==> config.mk <==
export PLATFORM = sky130hd
export DESIGN_NAME = spi_reg_slave
export DESIGN_NICKNAME = d
export VERILOG_FILES = /design/src/rtl/spi_reg_slave.sv
export SDC_FILE = /design/constraint.sdc
export NUM_CORES = 1
export LEC_CHECK = 0
export ABC_AREA = 1
export ABC_CLOCK_PERIOD_IN_PS = 2200
export CAP_MARGIN = 20
export CORE_ASPECT_RATIO = 1.2
export CORE_UTILIZATION = 54
export CTS_CLUSTER_SIZE = 14
export DETAILED_ROUTE_END_ITERATION = 16
export PLACE_DENSITY = 0.8
export SETUP_SLACK_MARGIN = 0.5
export SYNTH_ARGS = -nofsm -noshare
export SYNTH_HDL_FRONTEND = slang
export SYNTH_SLANG_ARGS = --single-unit
==> constraint.sdc <==
create_clock -name clk -period 2.2 [get_ports clk]
set_clock_uncertainty 0.1 [all_clocks]
set_input_delay 0.44 -clock clk [delete_from_list [all_inputs] [get_ports clk]]
set_output_delay 0.44 -clock clk [all_outputs]
set_load 0.03 [all_outputs]
==> src/rtl/spi_reg_slave.sv <==
// SPI mode-0 slave bridging command/address/data(/mask) frames onto a register map.
// All SPI inputs are oversampled on clk; sclk edges are detected after synchronization.
module spi_reg_slave #(
  parameter int SYNC_STAGES = 2
) (
  input  logic       clk,
  input  logic       rst_l,
  input  logic       enable,
  input  logic       csb,
  input  logic       sclk,
  input  logic       mosi,
  output logic       miso,
  output logic       miso_oe,
  output logic       reg_wr,
  output logic [7:0] reg_wr_addr,
  output logic [7:0] reg_wdat,
  output logic [7:0] reg_mask,
  output logic [7:0] reg_rd_addr_a,
  input  logic [7:0] reg_rdat_a,
  output logic       frame_err
);

  typedef enum logic [2:0] {IDLE, CMD, ADDR, DATA, MASK, WAIT} state_t;

  state_t                 state, nstate;
  logic [SYNC_STAGES-1:0] csb_sync, sclk_sync, mosi_sync, settle;
  logic                   sclk_d, csb_s, sclk_s, mosi_s, sclk_rise, sclk_fall;
  logic                   armed;
  logic [2:0]             bit_cnt;
  logic [7:0]             rx_sh, rx_next, addr_q, data_q, tx_sh;
  logic                   cmd_rd, cmd_mask;
  logic                   byte_done, cmd_err, wr_fire, rd_load, rd_cap, tx_on;
  logic                   miso_q, oe_q;

  // Input synchronizers; settle marks when every stage holds a real sample after reset
  always_ff @(posedge clk or negedge rst_l) begin
    if (!rst_l) begin
      csb_sync  <= '1;
      sclk_sync <= '0;
      mosi_sync <= '0;
      settle    <= '0;
      sclk_d    <= 1'b0;
    end else begin
      csb_sync  <= {csb_sync[SYNC_STAGES-2:0], csb};
      sclk_sync <= {sclk_sync[SYNC_STAGES-2:0], sclk};
      mosi_sync <= {mosi_sync[SYNC_STAGES-2:0], mosi};
      settle    <= {settle[SYNC_STAGES-2:0], 1'b1};
      sclk_d    <= sclk_s;
    end
  end

  assign csb_s     = csb_sync[SYNC_STAGES-1];
  assign sclk_s    = sclk_sync[SYNC_STAGES-1];
  assign mosi_s    = mosi_sync[SYNC_STAGES-1];
  assign sclk_rise = sclk_s & ~sclk_d;
  assign sclk_fall = ~sclk_s & sclk_d;

  // A frame may only start after csb has been seen high, so a frame cut by reset
  // or by enable is never resumed half-way.
  always_ff @(posedge clk or negedge rst_l) begin
    if (!rst_l)                       armed <= 1'b0;
    else if (!settle[SYNC_STAGES-1])  armed <= 1'b0;
    else if (csb_s)                   armed <= 1'b1;
    else if (!enable || state == CMD) armed <= 1'b0;
  end

  // FSM: state register
  always_ff @(posedge clk or negedge rst_l) begin
    if (!rst_l) state <= IDLE;
    else        state <= nstate;
  end

  // FSM: next state
  always_comb begin
    nstate = state;
    case (state)
      IDLE:    if (armed && !csb_s) nstate = CMD;
      CMD:     if (byte_done) nstate = cmd_err ? WAIT : ADDR;
      ADDR:    if (byte_done) nstate = DATA;
      DATA:    if (byte_done) nstate = cmd_mask ? MASK : WAIT;
      MASK:    if (byte_done) nstate = WAIT;
      WAIT:    nstate = WAIT;
      default: nstate = IDLE;
    endcase
    if (!enable || csb_s) nstate = IDLE;
  end

  // FSM: decoded strobes
  always_comb begin
    rx_next   = {rx_sh[6:0], mosi_s};
    byte_done = 1'b0;
    if (enable && !csb_s && sclk_rise && bit_cnt == 3'd7) begin
      case (state)
        CMD, ADDR, DATA, MASK: byte_done = 1'b1;
        default:               byte_done = 1'b0;
      endcase
    end
    cmd_err = byte_done && state == CMD &&
              (rx_next[5:0] != 6'd0 || rx_next[7:6] == 2'b11);
    wr_fire = byte_done && ((state == DATA && !cmd_rd && !cmd_mask) || state == MASK);
    rd_load = byte_done && state == ADDR && cmd_rd;
  end

  always_ff @(posedge clk or negedge rst_l) begin
    if (!rst_l) begin
      bit_cnt       <= 3'd0;
      rx_sh         <= 8'h00;
      cmd_rd        <= 1'b0;
      cmd_mask      <= 1'b0;
      addr_q        <= 8'h00;
      data_q        <= 8'h00;
      reg_wr        <= 1'b0;
      reg_wr_addr   <= 8'h00;
      reg_wdat      <= 8'h00;
      reg_mask      <= 8'h00;
      reg_rd_addr_a <= 8'h00;
      frame_err     <= 1'b0;
      rd_cap        <= 1'b0;
    end else begin
      reg_wr    <= wr_fire;
      frame_err <= cmd_err;
      rd_cap    <= rd_load;
      if (state == IDLE || state == WAIT) bit_cnt <= 3'd0;
      else if (sclk_rise)                 bit_cnt <= bit_cnt + 3'd1;
      if (sclk_rise) rx_sh <= rx_next;
      if (byte_done) begin
        case (state)
          CMD:     {cmd_rd, cmd_mask} <= rx_next[7:6];
          ADDR:    addr_q <= rx_next;
          DATA:    data_q <= rx_next;
          default: ;
        endcase
      end
      if (rd_load) reg_rd_addr_a <= rx_next;
      if (wr_fire) begin
        reg_wr_addr <= addr_q;
        if (state == MASK) begin
          reg_wdat <= data_q;
          reg_mask <= rx_next;
        end else begin
          reg_wdat <= rx_next;
          reg_mask <= 8'h00;
        end
      end
    end
  end

  // Read path: the capture lands before the 8th address fall, which then presents bit 7
  always_ff @(posedge clk or negedge rst_l) begin
    if (!rst_l) begin
      tx_sh  <= 8'h00;
      tx_on  <= 1'b0;
      miso_q <= 1'b0;
      oe_q   <= 1'b0;
    end else if (state == IDLE || !enable) begin
      tx_on  <= 1'b0;
      miso_q <= 1'b0;
      oe_q   <= 1'b0;
    end else if (rd_cap) begin
      tx_sh <= reg_rdat_a;
      tx_on <= 1'b1;
    end else if (tx_on && sclk_fall) begin
      miso_q <= tx_sh[7];
      oe_q   <= 1'b1;
      tx_sh  <= {tx_sh[6:0], 1'b0};
    end
  end

  assign miso_oe = oe_q & enable;
  assign miso    = miso_q & miso_oe;

endmodule

==> flow_metrics.py <==
metrics = {
    "status": {
        "status": "finished with violations",
        "violations": "negative hold slack",
    },
    "timing": {
        "report.final.slew_viol_count": 0,
        "hold_violations": 10,
        "fin_worst_hold_slack_ns": -0.01330,
        "period_minus_slack_ns": 1.666,
        "rsz0062_at_grt": "true",
        "setup_ws_ns": 0.5338,
        "setup_violations": 0,
        "setup_tns_ns": 0,
        "period_share_pct": 75.73,
        "timing.fmax_mhz": 600.2,
    },
    "global_routing": {
        "use_met3_pct": 5.174,
        "use_met1_pct": 29.93,
        "antenna_found_initial": 0,
        "grtUsageTotal_pct": 22.61,
        "grt_max_degree": 88,
        "grt_pass1_wl_mm": 12.12,
        "grt-ovfl-total": 0,
        "use_met2_pct": 35.64,
        "grt-busiest-layer": "met2",
        "grt_pass1_vias": 2565,
    },
    "setup_path": {
        "cp.arrival_ns": 1.13,
        "slowest_stage": "dlygate4sd2_1",
        "crit_path_cell_trace": "dlygate4sd2_1",
        "worstSetupStartpointType": "flop",
        "cp_max_fo": 2,
        "cp-end-kind": "output port",
        "cp_slowest_stage_delay_ns": 0.40,
        "crit_buf_inv": 1,
        "required_ns": 1.66,
        "critPathKind": "reg2out",
        "cp_top_family": "buffers and inverters",
    },
    "pwr": {
        "power_mw": 2.888,
        "peakVddDrop_v": 0.0004568,
        "switching_power_uw": 745.8,
        "p_leak_nw": 2.291,
        "seqPwrFrac_pct": 57.5,
        "power_frac_clock_pct": 35.5,
        "sw_frac_of_total_pct": 25.83,
        "comb_power_share_pct": 7.0,
        "internal_power_mw": 2.142,
        "power.density_nw_per_um2": 645.4,
    },
    "synthesis": {
        "synthMuxAreaShare_pct": 0,
        "ys_ff_latch": 87,
        "synth.most_common_cell": "nand2_1",
        "synthCells": 392,
        "yosysWarnings": 0,
        "synth_common_cells": "140 x nand2_1, 85 x dfrtp_1, 44 x o21ai_0",
        "syn_nets": 408,
        "yosysTopAreaCell": "dfrtp_1",
        "synth-simple-area-share_pct": 21.61,
        "synth_top_family_by_area": "simple AND/OR/NAND/NOR gates",
        "synthArstFlopShare_pct": 100.0,
        "synth_xor_area_share_pct": 0.2397,
        "synth.distinct_cells": 34,
        "syn-cell-area_um2": 3654,
        "synth_top_area_share_pct": 58.22,
        "synth_compound_area_share_pct": 11.30,
        "ys_seq_area_share_pct": 59.66,
        "synth_area_leaders": "dfrtp_1 58%, nand2_1 14%, o21ai_0 6.0%",
        "avgSynthCellArea_um2": 9.320,
        "synth-edff-count": 0,
        "synthAdderAreaFrac_pct": 0.6849,
        "synthFlopType": "dfrtp_1",
    },
    "floorplanning": {
        "initial_core_util_pct": 56.33,
        "core_um2": 6486,
        "die_width_um": 77.09,
        "ioPinCount": 50,
        "die_y_um": 92.11,
        "rows": 32,
        "die_area_um2": 7100,
    },
    "drt": {
        "drt_first_pass_iters": 4,
        "ant_nets": 0,
        "drc": 0,
        "wl_per_cell_um": 13.15,
        "vias": 2703,
        "drt_iter0_markers": 240,
        "via_per_inst": 4.960,
        "routed_wl_mm": 7.165,
    },
    "clocking": {
        "clock_sinks": 87,
        "clock_path_buffers": 2,
        "cts_hold_buf": 0,
        "htree_levels": 3,
        "insertion_delay_ns": 0.36,
        "cts_tree": "done",
        "cts-root-buf": "clkbuf_8",
        "cts_made_buffers": 9,
        "path_clk_slew_ns": 0.08,
    },
    "finish": {
        "multi_input_area_um2": 1255,
        "finalNonFillerCells": 545,
        "nets": 471,
        "final-seq-area_um2": 2181,
        "fillers": 501,
        "antenna_cells": 0,
        "drive_gt1_share_pct": 14.35,
        "design_area_um2": 4474,
        "fin_util_pct": 68.98,
        "areaGrowthSynthToFinish_pct": 22.47,
    },
    "place": {
        "dp_hpwl_mm": 4.733,
        "port_buffers": 49,
        "dp_cells": 519,
        "gp_congestion": 0.8849,
        "dp_slack_ns": 0.1188,
        "placed_area_um2": 4215,
    },
    "run": {
        "drv_cap": 0,
    },
    "worst_hold_path": {
        "holdCritPathClass": "in2async",
    },
}
==> routing by layer <==
layer  vias up  wire length (µm)
li1       1365                 -
met4         0               144
met5         -                 0
met3        14               219
met1      1274              3243
met2        50              3558
==> area by class of cell <==
cell class | count | share of cell area (%)
flip-flops and latches | 87 | 48.74
multi-input cells | 256 | 28.05
repair buffers | 64 | 13.39
inverters | 37 | 3.384
clock buffers | 10 | 3.076
well taps | 85 | 2.377
clock inverters | 6 | 0.9787
==> placed cells by master (no fill, tap or decap), drive strengths merged <==
cell type        n
a211oi           1
a21oi            6
a31oi            1
buf             18
clkbuf          14
clkdlybuf4s15   17
clkdlybuf4s50   11
clkinv           4
clkinvlp         1
conb             1
dfrtp           85
dfstp            2
dlygate4sd2     14
ha               2
inv             38
nand2          144
nand3           10
nand4            2
nor2            21
nor3             1
o21a             1
o21ai           64
or2              1
xnor2            1
==> state kept, by name (all words and copies together) (netlist names), 2 cells and up <==
register / count
mosi_sync: 2
settle: 2
rx_sh: 7
csb_sync: 2
sclk_sync: 2
tx_sh: 8
bit_cnt: 3
data_q: 8
reg_mask: 8
addr_q: 8
reg_rd_addr_a: 8
reg_wdat: 8
reg_wr_addr: 8
state: 3
==> kinds of logic after synthesis <==
family / count (synthesis)
AOI/OAI and AO/OA: 73
xor gates and xnor gates: 1
adders and majority gates: 2
buffers and inverters: 49
DFF: 87
other: 1
and+or+nand+nor: 179
==> repair_timing <==
item | CTS | global route
gates cloned | 0 | 0
gates resized for setup | 38 | 30
setup endpoints to repair | 62 | 56
buffers inserted | 4 | 6
pin swaps | 2 | 0
==> path summary, 6_finish.rpt <==
check | cells past startpoint | slack, ns | to | startpoint
worst max-delay path | 1 | 0.53 | reg_mask[6] | reg_mask[6]$_DFFE_PN0P_
worst min register to register | 0 | 0.26 | sclk_sync[1]$_DFF_PN0_ | sclk_sync[0]$_DFF_PN0_
min in group clk | 0 | 0.26 | sclk_sync[1]$_DFF_PN0_ | sclk_sync[0]$_DFF_PN0_
max in group asynchronous | 2 | 1.64 | rx_sh[6]$_DFFE_PN0N_ | rst_l
worst max register to register | 9 | 0.60 | reg_mask[4]$_DFFE_PN0P_ | state[2]$_DFFE_PN0P_
worst min-delay path | 2 | -0.01 | sclk_sync[0]$_DFF_PN0_ | rst_l
==> power by group through the flow <==
stage / registers, mW / clock network [mW] / logic [mW]
global placement: 1.69 / 0 / 0.198
finish: 1.66 / 1.02 / 0.203
floorplan: 1.69 / 0 / 0.0998
detailed placement: 1.69 / 0 / 0.202
CTS: 1.66 / 1.04 / 0.205
global route: 1.66 / 1.11 / 0.230
Note: power is estimated with default switching activity, not from simulation.
==> variant (same settings) <==
Re-encode `state_t` (6 states) as Gray code, 3 bits wide.
--- a/src/rtl/spi_reg_slave.sv
+++ b/src/rtl/spi_reg_slave.sv
@@ -20,7 +20,7 @@
   output logic       frame_err
 );
 
-  typedef enum logic [2:0] {IDLE, CMD, ADDR, DATA, MASK, WAIT} state_t;
+  typedef enum logic [2:0] {IDLE = 3'b000, CMD = 3'b001, ADDR = 3'b011, DATA = 3'b010, MASK = 3'b110, WAIT = 3'b111} state_t;
 
   state_t                 state, nstate;
   logic [SYNC_STAGES-1:0] csb_sync, sclk_sync, mosi_sync, settle;
Function: same outputs for any inputs over 10 cycles, from zero or initial values and one cycle with rst_l low; not proved beyond that.
==> variant against the unedited design <==
  * Synthesized area down 0.51%
  * Setup slack better by 0.0078 ns
  * Power about the same
  * Sequential cell count unchanged
  * Hold slack better by 0.27 ns
  * First-iteration DRC count up 12%
  * Wire length up 6.8%
  * Sequential share of layout area down 0.32 points
  * Cell area up 0.67%
  * Highest routed layer unchanged
  * Final cell count up 0.92%
==> variant: results <==
export IMPL_grt_max_degree=40
export IMPL_dp_cells=524
export IMPL_track_usage_pct=23.5
export IMPL_dpl_worst_slack_ns=0.147
export IMPL_status="finished, final reports clean"
export IMPL_synthTopCellsByArea="dfrtp_1 (59%), nand2_1 (14%), o21ai_0 (5.4%)"
export IMPL_min_path_type="reg2reg"
export IMPL_reg2reg_slack_ns=0.55
export IMPL_dp_hpwl_mm=4.99
export IMPL_synthCells=397
export IMPL_post_dp_cell_area_um2=4190
export IMPL_cts_max_path_buffers=2
export IMPL_synth_distinct_cells=31
export IMPL_gp_congestion=0.882
export IMPL_r2r_end="reg_wdat[6]$_DFFE_PN0P_"
export IMPL_slowest_stage="dfrtp_1"
export IMPL_synth_nets=413
export IMPL_critPathTopFamily="flip-flops"
export IMPL_synth_top_cells_by_count="nand2_1 (137), dfrtp_1 (85), o21ai_0 (39), inv_1 (33), nand3_1 (23)"
export IMPL_drtIter0Drc=268
export IMPL_final_nets=476
export IMPL_grt_pass1_wl_mm=12.8
export IMPL_routed_wl_mm=7.65
export IMPL_wl_per_cell_um=13.9
export IMPL_worstSkewPairLatency_ns=0.34
export IMPL_irDropWorstVdd_mv=0.445
export IMPL_num_vias=2877
export IMPL_r2r_start="bit_cnt[1]$_DFFE_PN0P_"
export IMPL_max_freq_mhz=603
[variant: changes by cell type after synthesis, moves of 3 or more]
cell,before,now
nand3_1,7,23
nand2_2,1,4
nand3_2,1,4
o21ai_2,8,0
o21ai_0,44,39
o21ai_1,12,18
nor2_1,18,14
buf_4,1,4
nand2_1,140,137
[variant: layer usage]
layer  vias up  share of wire [%]  global-route usage, %
li1       1377                  -                      -
met1      1411                 44                   30.7
met2        76                 49                   38.2
met3        13                4.6                   4.38
met4         0                1.6                   10.4
met5         -                  0                      0
[variant: where the power goes]
group          switching [mW]  internal (mW)  total (mW)
Combinational           0.155         0.0698       0.225
Clock                   0.518          0.474       0.992
Sequential             0.0332           1.64        1.67
[variant: repair_timing]
| action | 4_1_cts | 5_1_grt |
|---|---|---|
| hold buffers | 1 | 0 |
| pin swaps | 4 | 6 |
| endpoints found under the setup margin | 79 | 54 |
| gates resized for setup | 47 | 10 |
| hold endpoints to repair | 32 | 0 |
| setup buffers | 5 | 3 |
| gates cloned | 1 | 0 |
[variant: logic make-up (layout without fill, tap and decap cells)]
family | Yosys count | after routing | synth area share (%)
other | 1 | 1 | 0.103
AOI/OAI and AO/OA | 64 | 64 | 9.33
xor gates and xnor gates | 1 | 1 | 0.241
and+or+nand+nor | 191 | 192 | 23.2
buffers and inverters | 51 | 118 | 6.51
adders and majority gates | 2 | 2 | 0.688
DFF | 87 | 87 | 60.0
[variant: layout make-up]
type | count | area [µm²]
flip-flops and latches | 87 | 2180
repair buffers | 65 | 601
inverters | 37 | 151
well taps | 85 | 106
multi-input cells | 260 | 1290
fillers | 499 | 1940
clock buffers | 14 | 163
clock inverters | 2 | 15.0
